--- src/rtl/tm1638_pkg.sv ---
// tm1638_pkg: shared command constants, sizes and state encoding for the TM1638 responder
package tm1638_pkg;
    localparam logic [1:0] CMD_DATA = 2'b01;
    localparam logic [1:0] CMD_DISP = 2'b10;
    localparam logic [1:0] CMD_ADDR = 2'b11;
    localparam int READ_BIT = 1;
    localparam int FIXED_BIT = 2;
    localparam int KEY_BYTES = 4;
    localparam int RAM_DEPTH = 16;
    localparam int KEY_BITS = KEY_BYTES * 8;

    typedef enum logic [2:0] {S_IDLE, S_CMD, S_WDATA, S_RDATA, S_IGNORE} state_t;

    // State that follows the first byte of a frame
    function automatic state_t cmd_next(input logic [7:0] b);
        return b[7:6] == CMD_ADDR ? S_WDATA
             : (b[7:6] == CMD_DATA && b[READ_BIT]) ? S_RDATA : S_IGNORE;
    endfunction
endpackage

--- src/rtl/tm1638_sync_edge.sv ---
// tm1638_sync_edge: N-stage input synchronizer with registered-level rise/fall pulses
module tm1638_sync_edge
    import tm1638_pkg::*;
#(
    parameter int   N    = 2,
    parameter logic INIT = 1'b0
) (
    input  logic clk,
    input  logic rst,
    input  logic din,
    output logic level,
    output logic rise,
    output logic fall
);
    logic [N-1:0] sync_q;
    logic         prev;

    // Synchronizer chain plus one delayed copy for edge detection; resets to the pin's idle level
    always_ff @(posedge clk or posedge rst) begin
        if (rst) begin
            sync_q <= {N{INIT}};
            prev   <= INIT;
        end else begin
            sync_q <= {sync_q[N-2:0], din};
            prev   <= sync_q[N-1];
        end
    end

    assign level = sync_q[N-1];
    assign rise  = level & ~prev;
    assign fall  = ~level & prev;
endmodule

--- src/rtl/tm1638_responder.sv ---
// tm1638_responder: TM1638 device-side decoder for display writes, display control and key reads
module tm1638_responder
    import tm1638_pkg::*;
#(
    parameter int SYNC_STAGES = 2
) (
    input  logic        clk,
    input  logic        rst,
    input  logic        stb,
    input  logic        sclk,
    input  logic        dio_in,
    output logic        dio_out,
    output logic        dio_oe,
    input  logic [31:0] key_data,
    output logic        ram_we,
    output logic [3:0]  ram_addr,
    output logic [7:0]  ram_wdata,
    output logic        disp_on,
    output logic [2:0]  brightness,
    output logic        keys_read,
    output logic        frame_err
);
    state_t                        state, state_n;
    logic                          stb_lvl, stb_rise, stb_fall;
    logic                          sclk_lvl, sclk_rise, sclk_fall;
    logic                          dio_s, dio_rise, dio_fall;
    logic                          unused_sync;
    logic [2:0]                    bit_cnt;
    logic [7:0]                    shreg, byte_v;
    logic                          fixed;
    logic [KEY_BITS-1:0]           key_sh;
    logic [$clog2(KEY_BITS)-1:0]   key_cnt;
    logic                          rise_seen, active, done, last_key;

    tm1638_sync_edge #(.N(SYNC_STAGES), .INIT(1'b1)) u_stb (
        .clk(clk), .rst(rst), .din(stb), .level(stb_lvl), .rise(stb_rise), .fall(stb_fall));
    tm1638_sync_edge #(.N(SYNC_STAGES), .INIT(1'b1)) u_sclk (
        .clk(clk), .rst(rst), .din(sclk), .level(sclk_lvl), .rise(sclk_rise), .fall(sclk_fall));
    tm1638_sync_edge #(.N(SYNC_STAGES), .INIT(1'b0)) u_dio (
        .clk(clk), .rst(rst), .din(dio_in), .level(dio_s), .rise(dio_rise), .fall(dio_fall));

    assign unused_sync = ^{stb_lvl, sclk_lvl, dio_rise, dio_fall};
    assign byte_v   = {dio_s, shreg[7:1]};
    assign active   = state != S_IDLE && sclk_rise && !stb_rise && !stb_fall;
    assign done     = active && bit_cnt == 3'd7;
    assign last_key = active && state == S_RDATA && key_cnt == ($clog2(KEY_BITS))'(KEY_BITS - 1);

    // State register
    always_ff @(posedge clk or posedge rst) begin
        if (rst) state <= S_IDLE;
        else     state <= state_n;
    end

    // Next state: STB edges dominate, then the command byte, then the end of a key read
    always_comb begin
        state_n = state;
        if (stb_rise)                   state_n = S_IDLE;
        else if (stb_fall)              state_n = S_CMD;
        else if (done && state == S_CMD) state_n = cmd_next(byte_v);
        else if (last_key)              state_n = S_IGNORE;
    end

    // Datapath: bit assembly, command side effects, RAM writes and key shift-out
    always_ff @(posedge clk or posedge rst) begin
        if (rst) begin
            bit_cnt    <= '0;
            shreg      <= '0;
            fixed      <= 1'b0;
            key_sh     <= '0;
            key_cnt    <= '0;
            rise_seen  <= 1'b0;
            dio_out    <= 1'b0;
            dio_oe     <= 1'b0;
            ram_we     <= 1'b0;
            ram_addr   <= '0;
            ram_wdata  <= '0;
            disp_on    <= 1'b0;
            brightness <= '0;
            keys_read  <= 1'b0;
            frame_err  <= 1'b0;
        end else begin
            ram_we    <= 1'b0;
            keys_read <= 1'b0;
            frame_err <= 1'b0;
            if (ram_we && !fixed) ram_addr <= ram_addr + 4'd1;
            if (stb_rise) begin
                frame_err <= bit_cnt != 3'd0;
                bit_cnt   <= '0;
                shreg     <= '0;
                dio_oe    <= 1'b0;
                dio_out   <= 1'b0;
            end else if (stb_fall) begin
                bit_cnt <= '0;
            end else if (active) begin
                bit_cnt <= bit_cnt + 3'd1;
                shreg   <= byte_v;
                if (state == S_RDATA) begin
                    key_cnt   <= key_cnt + 1'b1;
                    rise_seen <= 1'b1;
                end
                if (last_key) begin
                    dio_oe    <= 1'b0;
                    dio_out   <= 1'b0;
                    keys_read <= 1'b1;
                end
                if (done && state == S_WDATA) begin
                    ram_we    <= 1'b1;
                    ram_wdata <= byte_v;
                end
                if (done && state == S_CMD) begin
                    if (byte_v[7:6] == CMD_DATA) begin
                        fixed <= byte_v[FIXED_BIT];
                        if (byte_v[READ_BIT]) begin
                            key_sh    <= key_data;
                            key_cnt   <= '0;
                            rise_seen <= 1'b0;
                            dio_oe    <= 1'b1;
                            dio_out   <= key_data[0];
                        end
                    end
                    if (byte_v[7:6] == CMD_ADDR) ram_addr <= byte_v[3:0];
                    if (byte_v[7:6] == CMD_DISP) begin
                        disp_on    <= byte_v[3];
                        brightness <= byte_v[2:0];
                    end
                end
            end else if (sclk_fall && state == S_RDATA && rise_seen) begin
                key_sh    <= key_sh >> 1;
                dio_out   <= key_sh[1];
                rise_seen <= 1'b0;
            end
        end
    end
endmodule

--- config.mk ---
export PLATFORM = sky130hd
export DESIGN_NAME = tm1638_responder
export DESIGN_NICKNAME = d
export VERILOG_FILES = /design/src/rtl/tm1638_pkg.sv /design/src/rtl/tm1638_sync_edge.sv /design/src/rtl/tm1638_responder.sv
export SDC_FILE = /design/constraint.sdc
export NUM_CORES = 1
export LEC_CHECK = 0
export ABC_AREA = 1
export CORE_ASPECT_RATIO = 0.8
export CORE_MARGIN = 2
export CORE_UTILIZATION = 58
export CTS_BUF_LIST = sky130_fd_sc_hd__clkbuf_16
export CTS_CLUSTER_DIAMETER = 40
export CTS_CLUSTER_SIZE = 25
export DETAILED_ROUTE_END_ITERATION = 10
export PLACE_DENSITY_LB_ADDON = 0.05
export SYNTH_ARGS = -nofsm -noshare
export SYNTH_HDL_FRONTEND = slang
export SYNTH_SLANG_ARGS = --single-unit
export TNS_END_PERCENT = 20
--- constraint.sdc ---
create_clock -name clk -period 5.15 [get_ports clk]
set_input_delay 0.7725 -clock clk [delete_from_list [all_inputs] [get_ports clk]]
set_output_delay 0.7725 -clock clk [all_outputs]
set_load 0.005 [all_outputs]
==> results of run 1 <==
-- final cells by class --
class / instances / area (um2)
multi-input cells: 329 / 1560
inverters: 35 / 131
clock buffers: 9 / 225
flip-flops and latches: 80 / 2010
clock inverters: 7 / 104
fillers: 509 / 1660
well taps: 84 / 105
repair buffers: 58 / 578
-- sequential cells by signal, summed over array words and instances (netlist names), 2 cells and up --
name and flops:
key_sh 31, ram_wdata 8, shreg 7, key_cnt 5, ram_addr 4, bit_cnt 3
brightness 3, state 3, u_dio.sync_q 2, u_sclk.sync_q 2, u_stb.sync_q 2
-- placed cells by master (no fill, tap or decap), types with 2 or more instances in the layout --
master | netlist | final
clkdlybuf4s50_1 | 0 | 57
o21ai_0 | 20 | 20
nand4_1 | 5 | 5
inv_6 | 0 | 2
nand2_1 | 194 | 194
a21oi_1 | 3 | 3
dfrtp_1 | 74 | 74
nor2_1 | 16 | 16
xnor2_1 | 2 | 2
nand2_2 | 3 | 3
inv_1 | 33 | 32
inv_2 | 2 | 3
clkinv_4 | 0 | 3
dfstp_2 | 6 | 6
nor2_2 | 3 | 3
clkbuf_16 | 0 | 9
bufinv_16 | 0 | 2
xor2_1 | 3 | 3
o21ai_1 | 4 | 4
o22ai_1 | 7 | 7
nor2_4 | 3 | 3
nand3_1 | 45 | 45
nor3_1 | 3 | 3
ha_1 | 8 | 8
-- Yosys cell counts, drive strengths merged --
master    n  share of area (%)
a21oi     3               0.39
a22oi     1               0.20
buf      15                2.7
clkbuf    3               0.30
dfrtp    74                 49
dfstp     6                4.1
ha        8                2.6
inv      35                3.4
mux2      1               0.30
nand2   198                 20
nand3    46                6.2
nand4     6                1.4
nor2     22                3.0
nor3      4               0.82
nor4      1               0.16
o21a      1               0.20
o21ai    24                3.1
o22ai     7                1.1
o31ai     1               0.20
or2       1               0.16
xnor2     2               0.46
xor2      3               0.69
-- logic make-up after synthesis --
logic type	after synthesis
adders and majority gates	8
AOI/OAI and AO/OA	37
muxes	1
DFF	80
buffers and inverters	53
and+or+nand+nor	278
xor gates and xnor gates	5
-- worst max-delay path, cell delays in order (launching register included) --
cell     delay [ns]
dfstp_2        0.54
ha_1           0.20
inv_2          0.07
nand2_1        0.12
nor2_4         0.06
nand2_4        0.37
nand3_1        0.95
nand2_2        0.90
nand2_1        0.14
nand2_1        0.10
-- where the power goes --
group          internal, mW  total (mW)  switching [mW]
sequential            0.648       0.660          0.0116
combinational        0.0556       0.131          0.0750
clock                 0.430       0.695           0.265
total                  1.13        1.49           0.351
-- routing by layer --
metal  up-vias  global-route usage (%)  share of wire, %
met2        95                    35.0                45
met5         -                       0                 0
li1       1571                       -                 -
met1      1490                    35.0                49
met4         0                    7.10              0.98
met3         8                    6.92               5.0
-- metrics by stage --
| step | instance area (um2) | instances | total power [mW] | setup slack (ns) | util, % |
|---|---|---|---|---|---|
| after CTS | 4710 | 602 | 1.49 | 1.65 | 73.9 |
| after global placement | 4380 | 586 | 0.799 | 1.73 | 68.7 |
| after floorplan | 3810 | 462 | 0.747 | 2.34 | - |
| after global routing | 4710 | 602 | 1.54 | 1.29 | 73.9 |
| after detailed placement | 4380 | 586 | 0.802 | 1.71 | 68.7 |
| final | 4710 | 602 | 1.49 | 1.59 | 73.9 |
-- final timing paths --
check                                     start              end  slack, ns  cells after the start
worst max register to register  u_stb.sync_q[1]       key_sh[13]       1.59                      9
max in group asynchronous                   rst          dio_out       3.17                      3
worst max-delay path            u_stb.sync_q[1]       key_sh[13]       1.59                      9
worst min-delay path            u_stb.sync_q[0]  u_stb.sync_q[1]       0.36                      0
min in group asynchronous                   rst     ram_wdata[5]       0.98                      2
worst min register to register  u_stb.sync_q[0]  u_stb.sync_q[1]       0.36                      0
==> flow_metrics.tcl, run 1 <==
set metrics [dict create \
    cts_root_buf "clkbuf_16" \
    avgSynthCellArea_um2 8.25 \
    clockBufferDepth 2 \
    whs_ns 0.358 \
    finalSetupViolCount 0 \
    cp.required_ns 5.42 \
    syn_nets 507 \
    cellPowerDensity_mw_per_mm2 315 \
    dieWidth_um 94.7 \
    place_congestion 0.863 \
    grt_use_total_pct 24.0 \
    synth-compound-area-share_pct 5.28 \
    synth_cells 462 \
    worst_clock_skew_ns 0.00447 \
    crit_fanout 46 \
    cts_max_level 3 \
    synth_fa_ha_area_share_pct 2.62 \
    clk_latency_ns 0.34 \
    worst-setup-path-type "flop to flop" \
    grt_max_degree 49 \
    ir_drop_uv 191 \
    chipHeight_um 76.5 \
    port_buffers 57 \
    path_clk_slew_ns 0.06 \
    wl_um 8180 \
    rows 26 \
    yosysSeqAreaShare_pct 52.7 \
    drt_iter0_drc 140 \
    drv_slew 0 \
    wire_per_inst_um 13.6 \
    period_share_pct 69.1 \
    hold_class "flop to flop" \
    yosys.cell_types.count 33 \
    period_minus_slack_ns 3.56 \
    fmax_mhz 281 \
    grt_pass1_wl_um 13700 \
    cts_num_sinks 80 \
    hold_viol_final 0 \
    num_antenna_cells 0 \
    status "finished, final reports clean" \
    fin_nets 558 \
    yosysWarnings 0 \
    antenna_found_initial 0 \
    fp.dieArea_mm2 0.00724 \
    vias 3164 \
    synthMuxAreaShare_pct 0.295 \
    dpl.hpwl_um 5250 \
    cts_setup_buffers 0 \
    ys_ff_latch 80 \
    ant_nets 0 \
    cts_buffers 9 \
    hold_buffers 0 \
    worstSetupEndpointType "flop" \
    drc 0 \
    fin_tns_setup_ns 0 \
    crit_arrival_ns 3.83 \
    drive_gt1_share_pct 7.92 \
    post_cts_resized 0 \
    maxCapViolCount 0 \
    first_pass_iters 5 \
    start_kind "flop" \
    yosys.area_share.simple_pct 31.5 \
    rsz0062_at_grt "no" \
    slew_headroom_pct 18.2 \
    syn_area_mm2 0.00381 \
    grt-ovfl-total 0 \
    synth_top_family_by_area "simple AND/OR/NAND/NOR gates" \
    leakagePower_nw 2.27 \
    tightest_slew_ns 1.22 \
    via_per_inst 5.26 \
    synthToLayoutAreaGrowth_pct 23.6 \
    io_pins 58 \
    coreArea_mm2 0.00638 \
    grt_pass1_vias 2961 \
    synth_xor_area_share_pct 1.15 \
    cts_tree "built" \
    start_util_pct 59.8 \
]
Note: power is estimated with default switching activity, not from simulation.
==> run 2: changes to the inputs <==
--- a/config.mk
+++ b/config.mk
@@ -8,7 +8,7 @@
 export ABC_AREA = 1
 export CORE_ASPECT_RATIO = 0.8
 export CORE_MARGIN = 2
-export CORE_UTILIZATION = 58
+export CORE_UTILIZATION = 54
 export CTS_BUF_LIST = sky130_fd_sc_hd__clkbuf_16
 export CTS_CLUSTER_DIAMETER = 40
 export CTS_CLUSTER_SIZE = 25
==> constraint.sdc (replaced) <==
create_clock -name clk -period 3.7 [get_ports clk]
set_input_delay 0.555 -clock clk [delete_from_list [all_inputs] [get_ports clk]]
set_output_delay 0.555 -clock clk [all_outputs]
set_load 0.005 [all_outputs]
==> run 2 against run 1 <==
Global-route usage is 1.4 points lower. Clock power is 33% higher. Critical path depth is 1 higher. Setup slack worse by 0.79 ns. Cell count is 0.83% higher. Routed wire length is 2.5% lower. Critical endpoint is now key_sh[24]. Die area is 7.1% higher. Highest routed layer unchanged. Register-to-register slack worse by 0.79 ns. Count of clock-buffer cells in the layout stayed put. Final area stayed put.
==> flow_metrics.tcl, run 2 (synthesis results as in run 1) <==
set metrics [dict create \
    grt_pass1_vias 3010 \
    place_congestion 0.859 \
    start_util_pct 55.6 \
    mostFrequentLayoutCell "nand2_1" \
    path_clk_slew_ns 0.07 \
    grt_use_total_pct 22.6 \
    chipHeight_um 79.2 \
    rsz0062_at_grt "no" \
    cts_tree "built" \
    top_register "key_sh" \
    fin_nets 560 \
    route.met2.wl_um 3480 \
    cts_buffers 9 \
    crit_fanout 46 \
    grt_pass1_wl_um 14000 \
    slew_headroom_pct 46.5 \
    grt_max_degree 47 \
    rows 27 \
    rrSetupSlack_ns 0.81 \
    finalSetupViolCount 0 \
    leakagePower_nw 2.27 \
    hold_buffers 0 \
    post_cts_resized 0 \
    cts_max_level 3 \
    io_pins 58 \
    reg_top3 "key_sh x31, ram_wdata x8, shreg x7" \
    vias 3115 \
    internal_power_mw 1.52 \
    start_kind "flop" \
    antenna_found_initial 0 \
    wl_met3_um 439 \
    via_per_inst 5.13 \
    drc 0 \
    cts_root_buf "clkbuf_16" \
    final_cell_mix "194 x nand2_1, 74 x dfrtp_1, 57 x clkdlybuf4s50_1, 45 x nand3_1, 32 x inv_1" \
    clkPwrFrac_pct 45.6 \
    hold_path_end "u_dio.sync_q[1]" \
    hold_depth 0 \
    maxUsedRoutingLayer "met4" \
    fin_util_pct 68.7 \
    port_buffers 57 \
    period_minus_slack_ns 2.89 \
    hold_viol_final 0 \
    slowest_delay_ns 0.55 \
    cp_cell_sequence "inv_1 -> ha_1 -> inv_2 -> nand2_1 -> nor2_4 -> nand2_4 -> nand3_1 -> nand2_2 -> nand2_1 -> nand2_1" \
    num_antenna_cells 0 \
    drt_iter0_drc 97 \
    dpl.hpwl_um 5220 \
    reg2reg_depth 10 \
    maxCapViolCount 0 \
    tightest_slew_ns 0.803 \
    rr_startpoint "u_stb.sync_q[1]" \
    clockBufferDepth 2 \
    fin_tns_setup_ns 0 \
    hp-start "u_dio.sync_q[0]" \
    hold_class "flop to flop" \
    ir_drop_uv 257 \
    worst_clock_skew_ns 0.0101 \
    status "finished, final reports clean" \
    switching_share_pct 25.1 \
    seq_power_share_pct 45.3 \
    combPwrFrac_pct 9.1 \
    dieWidth_um 98.0 \
    drv_slew 0 \
    cp.required_ns 3.92 \
    grt-ovfl-total 0 \
    wl_um 7970 \
    synthToLayoutAreaGrowth_pct 23.6 \
    fp.dieArea_mm2 0.00775 \
    ant_nets 0 \
    crit_arrival_ns 3.12 \
    period_share_pct 78.2 \
    cellPowerDensity_mw_per_mm2 430 \
    fmax_mhz 346 \
    switchingPower_mw 0.508 \
    drive_gt1_share_pct 8.27 \
    worstSetupEndpointType "flop" \
    largest_reg_flops 31 \
    coreArea_mm2 0.00686 \
    path_common_cell "nand2_1" \
    wire_per_inst_um 13.1 \
    drt-met1-wl_um 3950 \
    worst-setup-path-type "flop to flop" \
    clk_latency_ns 0.34 \
    crit_slowest_cell "dfstp_2" \
    cts_num_sinks 80 \
    first_pass_iters 4 \
    worst_r2r_endpoint "key_sh[24]" \
    cts_setup_buffers 0 \
]
==> run 2: how the worst max path moves through the flow <==
stage	cells after the start	end	startpoint	slack, ns
4_1_cts	9	key_sh[31]	u_stb.sync_q[1]	0.82
2_1_floorplan	1	bit_cnt[0]	rst	1.10
6_report	10	key_sh[24]	u_stb.sync_q[1]	0.81
3_3_place_gp	9	key_sh[31]	u_stb.sync_q[1]	0.92
3_5_place_dp	9	key_sh[31]	u_stb.sync_q[1]	0.83
5_1_grt	10	key_sh[24]	u_stb.sync_q[1]	0.56
==> run 2: through the flow <==
stage	hold slack [ns]	std cells	cell area [um2]	total power, mW	setup WS (ns)
after floorplan	0.331	462	3810	1.04	1.10
after global placement	0.334	591	4400	1.11	0.924
after detailed placement	0.335	591	4400	1.12	0.826
after CTS	0.355	607	4710	2.04	0.818
after global routing	0.362	607	4710	2.11	0.560
final	0.357	607	4710	2.03	0.807
==> run 2: layout make-up <==
class                           instances  area [um2]
Timing Repair Buffer                   60         593
Multi-Input combinational cell        329        1560
Tap cell                               87         109
Clock inverter                          7        85.1
Inverter                               35         131
Fill cell                             566        2150
Clock buffer                            9         225
Sequential cell                        80        2010
==> run 2: power by group through the flow <==
stage	Clock (mW)	Combinational [mW]	Sequential, mW
final	0.924	0.184	0.918
after global routing	0.978	0.209	0.922
after CTS	0.940	0.187	0.918
after detailed placement	0	0.185	0.934
after global placement	0	0.181	0.933
after floorplan	0	0.109	0.931
==> run 2: layer usage <==
layer	track usage, %	vias up
met1	32.0	1458
met4	6.81	0
met3	6.78	9
li1	-	1572
met5	0	-
met2	33.8	76
==> run 2: critical path, delay by kind of cell, from the launching register on <==
kind	cells	cell delay [ns]
adder cells (fa/ha/maj)	1	0.24
buffers and inverters	2	0.11
flip-flops	1	0.55
AND/OR/NAND/NOR	7	1.87
==> run 3: changes to the inputs <==
==> constraint.sdc (replaced) <==
create_clock -name clk -period 2.9 [get_ports clk]
set_input_delay 0.435 -clock clk [delete_from_list [all_inputs] [get_ports clk]]
set_output_delay 0.435 -clock clk [all_outputs]
set_load 0.005 [all_outputs]
==> run 3 against run 2 <==
Sequential power increased by 27%. Clock skew shrank 0.0040 ns. Routed wire length increased by 2.9%. Largest cell class unchanged. Core utilization up 0.44 points. Clock power rose by 17%. Non-clock buffer count increased by 4. Die area is the same. Sequential share of layout area decreased by 0.27 points. Cell count is 0.66% higher. Critical endpoint is now ram_wdata[5]. Final area up 0.64%.
==> flow_metrics.tcl, run 3 (synthesis results as in run 1) <==
set metrics [dict create \
    rr_startpoint "u_stb.sync_q[1]" \
    drc 0 \
    place_congestion 0.883 \
    io_pins 58 \
    fin_tns_setup_ns 0 \
    placed_cell_area_mm2 0.00446 \
    largest_reg_flops 31 \
    antenna_found_initial 0 \
    dpl.hpwl_um 5400 \
    chipHeight_um 79.2 \
    grt-ovfl-total 0 \
    rows 27 \
    coreArea_mm2 0.00686 \
    cts_setup_buffers 0 \
    clockBufferDepth 2 \
    dieWidth_um 98.0 \
    multi_input_area_mm2 0.00156 \
    clk_latency_ns 0.34 \
    grt_pass1_vias 2963 \
    ant_nets 0 \
    final-seq-area_mm2 0.00201 \
    grt_pass1_wl_um 13900 \
    post_cts_resized 0 \
    worst_clock_skew_ns 0.00610 \
    drv_slew 0 \
    crit_arrival_ns 2.58 \
    wl_met3_um 416 \
    dp_cells 595 \
    route.met2.wl_um 3730 \
    period_share_pct 81.2 \
    period_minus_slack_ns 2.36 \
    cts_root_buf "clkbuf_16" \
    ir_drop_uv 284 \
    mostFrequentLayoutCell "nand2_1" \
    leakagePower_nw 2.29 \
    cp.required_ns 3.12 \
    cts_max_level 3 \
    drt_iter0_drc 175 \
    reg_top3 "key_sh x31, ram_wdata x8, shreg x7" \
    wire_per_inst_um 13.4 \
    maxUsedRoutingLayer "met4" \
    hold_class "flop to flop" \
    port_buffers 57 \
    start_util_pct 55.6 \
    synthToLayoutAreaGrowth_pct 24.3 \
    fp.dieArea_mm2 0.00775 \
    num_antenna_cells 0 \
    grt_use_total_pct 22.4 \
    fill_cells 561 \
    vias 3132 \
    maxCapViolCount 0 \
    crit_fanout 26 \
    slew_headroom_pct 63.0 \
    cts_num_sinks 80 \
    worstSetupEndpointType "flop" \
    cts_tree "built" \
    drive_gt1_share_pct 8.97 \
    final_cell_mix "194 x nand2_1, 74 x dfrtp_1, 57 x clkdlybuf4s50_1, 45 x nand3_1, 32 x inv_1" \
    fin_nets 564 \
    hp-start "u_sclk.sync_q[0]" \
    start_kind "flop" \
    grt_max_degree 81 \
    worst-setup-path-type "flop to flop" \
    via_per_inst 5.13 \
    hold_viol_final 0 \
    first_pass_iters 4 \
    rsz0062_at_grt "no" \
    top_register "key_sh" \
    cellPowerDensity_mw_per_mm2 525 \
    path_clk_slew_ns 0.06 \
    fmax_mhz 425 \
    drt-met1-wl_um 3920 \
    critPathLaunch "u_stb.sync_q[1]" \
    wl_um 8200 \
    final_cell_count_no_fill 611 \
    cts_buffers 9 \
    tightest_slew_ns 0.553 \
    finalSetupViolCount 0 \
    design_area_mm2 0.00474 \
    hold_buffers 0 \
    status "finished, final reports clean" \
]
-- run 3: worst max-delay path, stage by stage, from the launching register on --
cell and delay [ns]:
dfstp_2 0.55, inv_1 0.05, ha_1 0.25, inv_2 0.07
nand2_1 0.09, nor2_4 0.15, nand2_4 0.19, buf_4 0.29
nor3_4 0.15, nand2_2 0.22, nand2_1 0.14, o21ai_1 0.07
-- run 3: layer usage --
layer / GRT usage [%] / vias up
met4: 7.36 / 0
met1: 32.3 / 1449
li1: - / 1582
met2: 33.1 / 86
met3: 5.81 / 15
met5: 0 / -
-- run 3: final timing paths --
check                              endpoint  slack [ns]  cells after the start
max reg2reg                    ram_wdata[5]        0.54                     11
max in group asynchronous  u_sclk.sync_q[1]        2.05                      3
min in group asynchronous      ram_wdata[4]        0.52                      3
min                        u_sclk.sync_q[1]        0.36                      0
max                            ram_wdata[5]        0.54                     11
min reg2reg                u_sclk.sync_q[1]        0.36                      0
-- run 3: layout make-up --
type	count	area share, %
timing repair buffer	64	13.7
clock buffer	9	4.75
sequential	80	42.4
clock inverter	7	1.27
inverter	35	2.77
multi-input combinational	329	32.9
tap	87	2.30
-- run 3: metrics by stage --
step	power, mW	setup slack [ns]	utilization (%)	hold WS (ns)
finish	2.49	0.544	69.1	0.358
global route	2.58	0.390	69.1	0.363
CTS	2.51	0.557	69.1	0.361
detailed placement	1.43	0.593	65.0	0.348
global placement	1.43	0.685	65.0	0.339
floorplan	1.33	0.423	-	0.331
-- run 3: power by group --
group	total, mW	leakage (nW)	internal [mW]	switching (mW)
clock network	1.08	0.143	0.597	0.481
logic	0.241	1.22	0.106	0.135
registers	1.17	0.922	1.15	0.0217
